===== src/rtl/change_dispenser_if.sv =====
// Request/eject bundle between the vending controller and the coin dispenser.
interface change_dispenser_if;
  logic change1;
  logic change2;
  logic change22;
  logic coin_done;
  logic eject1;
  logic eject2;
  logic busy;
  logic jam;
  logic overflow;

  // Controller side: issues change requests and relays the hopper sensor
  modport master (
    output change1, change2, change22, coin_done,
    input  eject1, eject2, busy, jam, overflow
  );

  // Dispenser side
  modport slave (
    input  change1, change2, change22, coin_done,
    output eject1, eject2, busy, jam, overflow
  );
endinterface


===== src/rtl/change_dispenser.sv =====
// Coin change dispenser: queues 1-unit and 2-unit coin requests in saturating
// counters and drives a hopper one coin at a time, 2-unit coins first, with an
// enforced idle gap between drops and a jam timeout per drop.
module change_dispenser #(
  parameter int unsigned TIMEOUT = 1000,  // must be >= 1
  parameter int unsigned GAP     = 4      // must be >= 1
) (
  input logic             clk,
  input logic             reset,
  change_dispenser_if.slave bus
);

  localparam int unsigned TW = $clog2(TIMEOUT + 1);
  localparam int unsigned GW = $clog2(GAP + 1);
  localparam logic [TW-1:0] TMO_LAST = TW'(TIMEOUT - 1);
  localparam logic [GW-1:0] GAP_LAST = GW'(GAP - 1);

  localparam logic [2:0] ST_IDLE  = 3'd0;
  localparam logic [2:0] ST_EJ1   = 3'd1;
  localparam logic [2:0] ST_EJ2   = 3'd2;
  localparam logic [2:0] ST_GAP   = 3'd3;
  localparam logic [2:0] ST_FAULT = 3'd4;

  logic          sync1_q, sync2_q, sync3_q;
  logic          done_edge;
  logic [2:0]    pend1_q, pend1_d;
  logic [2:0]    pend2_q, pend2_d;
  logic          ovf_q, ovf_d;
  logic [2:0]    state_q, state_d;
  logic [TW-1:0] tmo_q, tmo_d;
  logic [GW-1:0] gap_q, gap_d;
  logic          eject1_q, eject2_q, jam_q;
  logic          dec1, dec2;
  logic [3:0]    sum1, sum2;
  logic          lost1, lost2;

  // sync3_q is the previous-cycle value of the second synchronizer stage
  assign done_edge = sync2_q & ~sync3_q;

  // Synchronize the asynchronous hopper sensor and keep one cycle of history
  always_ff @(posedge clk or negedge reset) begin
    if (!reset) begin
      sync1_q <= 1'b0;
      sync2_q <= 1'b0;
      sync3_q <= 1'b0;
    end else begin
      sync1_q <= bus.coin_done;
      sync2_q <= sync1_q;
      sync3_q <= sync2_q;
    end
  end

  // Net increment/decrement per counter, then saturate; lost units flag overflow
  always_comb begin
    dec1  = done_edge && (state_q == ST_EJ1);
    dec2  = done_edge && (state_q == ST_EJ2);
    // A decrement only happens in EJx, where the matching counter is nonzero
    sum1  = {1'b0, pend1_q} + {3'b000, bus.change1} - {3'b000, dec1};
    sum2  = {1'b0, pend2_q} + {3'b000, bus.change2} + {2'b00, bus.change22, 1'b0}
            - {3'b000, dec2};
    lost1 = (sum1 > 4'd7);
    lost2 = (sum2 > 4'd7);
    pend1_d = lost1 ? 3'd7 : sum1[2:0];
    pend2_d = lost2 ? 3'd7 : sum2[2:0];
    ovf_d   = ovf_q | lost1 | lost2;
  end

  // Ejection sequencing: pick a coin, wait for its drop or time out, then idle GAP cycles
  always_comb begin
    state_d = state_q;
    tmo_d   = tmo_q;
    gap_d   = gap_q;
    case (state_q)
      ST_IDLE: begin
        tmo_d = '0;
        gap_d = '0;
        if (pend2_q != 3'd0) begin
          state_d = ST_EJ2;
        end else if (pend1_q != 3'd0) begin
          state_d = ST_EJ1;
        end
      end
      ST_EJ1, ST_EJ2: begin
        if (done_edge) begin
          state_d = ST_GAP;
          gap_d   = '0;
        end else if (tmo_q == TMO_LAST) begin
          state_d = ST_FAULT;
        end else begin
          tmo_d = tmo_q + TW'(1);
        end
      end
      ST_GAP: begin
        if (gap_q == GAP_LAST) begin
          state_d = ST_IDLE;
        end else begin
          gap_d = gap_q + GW'(1);
        end
      end
      ST_FAULT: state_d = ST_FAULT;
      default:  state_d = ST_IDLE;
    endcase
  end

  // State, counters and registered outputs; reset abandons any coin in flight
  always_ff @(posedge clk or negedge reset) begin
    if (!reset) begin
      state_q  <= ST_IDLE;
      pend1_q  <= 3'd0;
      pend2_q  <= 3'd0;
      ovf_q    <= 1'b0;
      tmo_q    <= '0;
      gap_q    <= '0;
      eject1_q <= 1'b0;
      eject2_q <= 1'b0;
      jam_q    <= 1'b0;
    end else begin
      state_q  <= state_d;
      pend1_q  <= pend1_d;
      pend2_q  <= pend2_d;
      ovf_q    <= ovf_d;
      tmo_q    <= tmo_d;
      gap_q    <= gap_d;
      // Decoded from next state so each eject line tracks its EJx state exactly
      eject1_q <= (state_d == ST_EJ1);
      eject2_q <= (state_d == ST_EJ2);
      jam_q    <= (state_d == ST_FAULT);
    end
  end

  assign bus.eject1   = eject1_q;
  assign bus.eject2   = eject2_q;
  assign bus.jam      = jam_q;
  assign bus.overflow = ovf_q;
  assign bus.busy     = (state_q != ST_IDLE) || (pend1_q != 3'd0) || (pend2_q != 3'd0);

endmodule


===== src/flat_wrapper.sv =====
// flat-port wrapper written by rule: the top's interface ports become plain ports
module change_dispenser_flat 
#(
  parameter int unsigned TIMEOUT = 1000,                 
  parameter int unsigned GAP     = 4                     
)
  (clk, reset, bus_change1, bus_change2, bus_change22, bus_coin_done, bus_eject1, bus_eject2, bus_busy, bus_jam, bus_overflow);
  change_dispenser_if bus_i ();
  input logic clk;
  input logic reset;
  input wire logic [$bits(bus_i.change1)-1:0] bus_change1;
  input wire logic [$bits(bus_i.change2)-1:0] bus_change2;
  input wire logic [$bits(bus_i.change22)-1:0] bus_change22;
  input wire logic [$bits(bus_i.coin_done)-1:0] bus_coin_done;
  output wire logic [$bits(bus_i.eject1)-1:0] bus_eject1;
  output wire logic [$bits(bus_i.eject2)-1:0] bus_eject2;
  output wire logic [$bits(bus_i.busy)-1:0] bus_busy;
  output wire logic [$bits(bus_i.jam)-1:0] bus_jam;
  output wire logic [$bits(bus_i.overflow)-1:0] bus_overflow;
  assign bus_i.change1 = bus_change1;
  assign bus_i.change2 = bus_change2;
  assign bus_i.change22 = bus_change22;
  assign bus_i.coin_done = bus_coin_done;
  assign bus_eject1 = bus_i.eject1;
  assign bus_eject2 = bus_i.eject2;
  assign bus_busy = bus_i.busy;
  assign bus_jam = bus_i.jam;
  assign bus_overflow = bus_i.overflow;
  change_dispenser #(.TIMEOUT(TIMEOUT), .GAP(GAP)) u_core (.clk(clk), .reset(reset), .bus(bus_i));
endmodule

===== config.mk =====
export PLATFORM = sky130hd
export DESIGN_NAME = change_dispenser_flat
export DESIGN_NICKNAME = d
export VERILOG_FILES = /design/src/rtl/change_dispenser_if.sv /design/src/rtl/change_dispenser.sv /design/src/flat_wrapper.sv
export SDC_FILE = /design/constraint.sdc
export NUM_CORES = 1
export LEC_CHECK = 0
export CAP_MARGIN = 20
export CORE_MARGIN = 4
export CORE_UTILIZATION = 48
export DETAILED_ROUTE_END_ITERATION = 10
export PLACE_DENSITY = 0.63
export SLEW_MARGIN = 20
export SYNTH_ARGS = -nofsm -noshare
export SYNTH_HDL_FRONTEND = slang
export SYNTH_SLANG_ARGS = --single-unit
export TNS_END_PERCENT = 5

===== constraint.sdc =====
create_clock -name clk -period 3.1 [get_ports clk]
set_input_delay 0.62 -clock clk [delete_from_list [all_inputs] [get_ports clk]]
set_output_delay 0.62 -clock clk [all_outputs]
set_load 0.005 [all_outputs]

==> summary.txt <==
outcome -> completed
CTS clk-pin slew, worst paths -> 0.09 ns
Max Cap Viol -> 0
largest net degree at the start of global routing -> 30
# IOs -> 11
Final Setup Violations -> 0
Post-CTS Setup Repair Bufs -> 0
critical path launch point type -> flop
diode count -> 0
skew final -> 0.00933 ns
overflow left after global routing -> 0
chip height -> 66.1 µm
Cells after Synth -> 159
IO buf count -> 10
vias in the first global route -> 1,241
Max Freq -> 405 MHz
worst min-delay path class -> flop to flop
VDD IR max -> 0.000480 V
final worst slack -> 0.633 ns
Num CTS Buffers -> 5
synthesized flop and latch total -> 29
DRC -> 0
top post-synthesis cells by area -> dfrtp_1, ha_1, inv_1
# fillers -> 276
via count -> 1,182
layout cells sized above 1 -> 0.0686
Net Count, Synth -> 179
post-DR vias/cell -> 5.40
Clock Tree Root -> clkbuf_4
synth unique cells -> 35
Tcrit/Tclk final -> 0.796
WL/cell -> 13.7 µm
Worst EP arrival -> 2.67 ns
Power Density -> 803 mW/mm²
Core ar. -> 0.00315 mm²
final RePlAce weighted congestion -> 0.780
RSZ-0062 raised after global routing -> no
worst setup path class -> flop to flop
clk_lat worst skew -> 0.33 ns
Post-Syn Area -> 0.00162 mm²
CTS H-tree lvls -> 2
CP Max Fanout -> 10
hold buffer count at CTS -> 0
clk sink count -> 29
first-pass GRT wire length -> 5.37 mm
Die Wd -> 66.1 µm
DRT antenna net count -> 0
Least-Margin Pin Slew -> 0.499 ns
Final Max Tran Viols -> 0
post-synthesis sequential area ratio -> 0.448
post-synth top area share -> 0.448
leading area contributor after synthesis -> dfrtp_1
CTS tree -> yes
initial antenna violation count -> 0
drt first pass iters -> 4
Die ar. -> 0.00437 mm²
DP Wirelength -> 2.25 mm
Avg Cell Area, Syn -> 10.2 µm²
Hold Vio Cnt, Final -> 0
# rows -> 20
Pleak -> 0.000805 µW
GRT Util Overall -> 0.165
pre-CTS WS -> 0.550 ns
Critical Path RT -> 3.31 ns
clock period minus final worst setup slack -> 2.47 ns
1st-iter DRT viols -> 45
NumNets Final -> 195
setup TNS -> 0 ns
Syn-to-layout area delta -> 12.7%
Critical Path End Type -> flop
initial core utilization -> 0.514
Ys Warns -> 0
worst rel slew slack -> 0.664
post-CTS resize count -> 0
Routed WL -> 3.00 mm
CTS Buffer Depth -> 2
## stage by stage
| step | cells | power [µW] | hold WS (ns) | util | area, µm² |
|---|---|---|---|---|---|
| after floorplan | 159 | 1090 | 0.324 | - | 1620 |
| after global placement | 212 | 1210 | 0.333 | 0.562 | 1770 |
| after detailed placement | 212 | 1250 | 0.337 | 0.562 | 1770 |
| after CTS | 219 | 1490 | 0.356 | 0.579 | 1830 |
| after global routing | 219 | 1600 | 0.367 | 0.579 | 1830 |
| final | 219 | 1470 | 0.354 | 0.579 | 1830 |
## flip-flops by register name, summed over array words and instances, names as in the netlist
| register | flops |
|---|---|
| u_core.bus.eject1 | 1 |
| u_core.bus.eject2 | 1 |
| u_core.bus.jam | 1 |
| u_core.bus.overflow | 1 |
| u_core.gap_q | 3 |
| u_core.pend1_q | 3 |
| u_core.pend2_q | 3 |
| u_core.state_q | 3 |
| u_core.sync1_q | 1 |
| u_core.sync2_q | 1 |
| u_core.sync3_q | 1 |
| u_core.tmo_q | 10 |
## logic make-up (layout without fill, tap and decap cells)
group	count (synthesis)	count (layout)	synth area share
and+or+nand+nor	59	59	0.204
adders and majority gates	14	14	0.117
buffers and inverters	20	36	0.0541
muxes	4	4	0.0247
DFF	29	29	0.448
AOI/OAI and AO/OA	27	27	0.108
xor gates and xnor gates	6	6	0.0440
## metal layers
layer  wire, µm  track usage  vias to the layer above
met2       1410        0.261                       26
met4         47       0.0711                        0
met3        143       0.0612                        6
li1           -            -                      586
met5          0            0                        -
met1       1400        0.199                      564
## worst max-delay path, stage by stage, from the launching register on
cell and delay, ns:
dfrtp_1 0.60, or2b_1 0.29, nor3_1 0.22, ha_1 0.20, inv_1 0.06, ha_1 0.28
a21o_1 0.18, a21oi_1 0.16, xnor2_1 0.22, nand3b_1 0.12
## report_power, final
part | switching [µW] | internal (µW)
Clock | 129 | 107
Sequential | 107 | 479
Combinational | 332 | 313
## cells in the final DEF (no fill, tap or decap)
cell type / instances
a21o_1: 2
a21oi_1: 7
a221o_1: 1
a31oi_1: 1
a32o_1: 1
and3_1: 1
buf_4: 3
clkbuf_1: 1
clkbuf_4: 5
clkbuf_8: 1
clkdlybuf4s50_1: 10
dfrtp_1: 29
fa_1: 2
ha_1: 12
inv_1: 16
mux2i_1: 4
nand2_1: 13
nand2b_1: 6
nand3_1: 6
nand3b_1: 1
nand4bb_1: 1
nor2_1: 4
nor2b_1: 6
nor3_1: 5
nor3b_1: 1
nor4_1: 2
o211ai_1: 1
o21ai_0: 6
o221ai_1: 1
o31ai_1: 7
or2_2: 2
or2b_1: 1
or3_1: 3
or4_1: 7
xnor2_1: 5
xnor2_4: 1
## Yosys cell counts
| master | instances |
|---|---|
| a21o_1 | 2 |
| or3_1 | 3 |
| nor2_1 | 4 |
| mux2i_1 | 4 |
| o211ai_1 | 1 |
| nand3_1 | 6 |
| inv_1 | 16 |
| nand2_1 | 13 |
| nor3b_1 | 1 |
| nor3_1 | 5 |
| xnor2_1 | 5 |
| a221o_1 | 1 |
| o221ai_1 | 1 |
| xnor2_4 | 1 |
| or4_1 | 7 |
| a32o_1 | 1 |
| nand2b_1 | 6 |
| fa_1 | 2 |
| dfrtp_1 | 29 |
| nor2b_1 | 6 |
| clkbuf_1 | 1 |
| nand3b_1 | 1 |
| or2_2 | 2 |
| ha_1 | 12 |
| nor4_1 | 2 |
| buf_2 | 1 |
| o31ai_1 | 7 |
| a31oi_1 | 1 |
| buf_4 | 1 |
| o21ai_0 | 6 |
| or2b_1 | 1 |
| a21oi_1 | 7 |
| nand4bb_1 | 1 |
| buf_6 | 1 |
| and3_1 | 1 |
## layout make-up
type | instances | area, µm² | share of cell area
flip-flops and latches | 29 | 726 | 0.398
multi-input cells | 110 | 807 | 0.442
well taps | 44 | 55.1 | 0.0302
clock buffers | 7 | 55.1 | 0.0302
inverters | 16 | 60.1 | 0.0329
repair buffers | 13 | 123 | 0.0672
## worst paths after layout
path	startpoint	to	slack, ns	depth (start not counted)
setup / recovery	u_core.state_q[0]	u_core.bus.overflow	0.63	9
hold / removal	u_core.sync1_q	u_core.sync2_q	0.35	0
setup reg to reg	u_core.state_q[0]	u_core.bus.overflow	0.63	9
hold reg to reg	u_core.sync1_q	u_core.sync2_q	0.35	0
max in group asynchronous	reset	u_core.bus.eject1	2.16	2
min in group asynchronous	reset	u_core.tmo_q[5]	0.66	2
(Power assumes the default switching activity.)
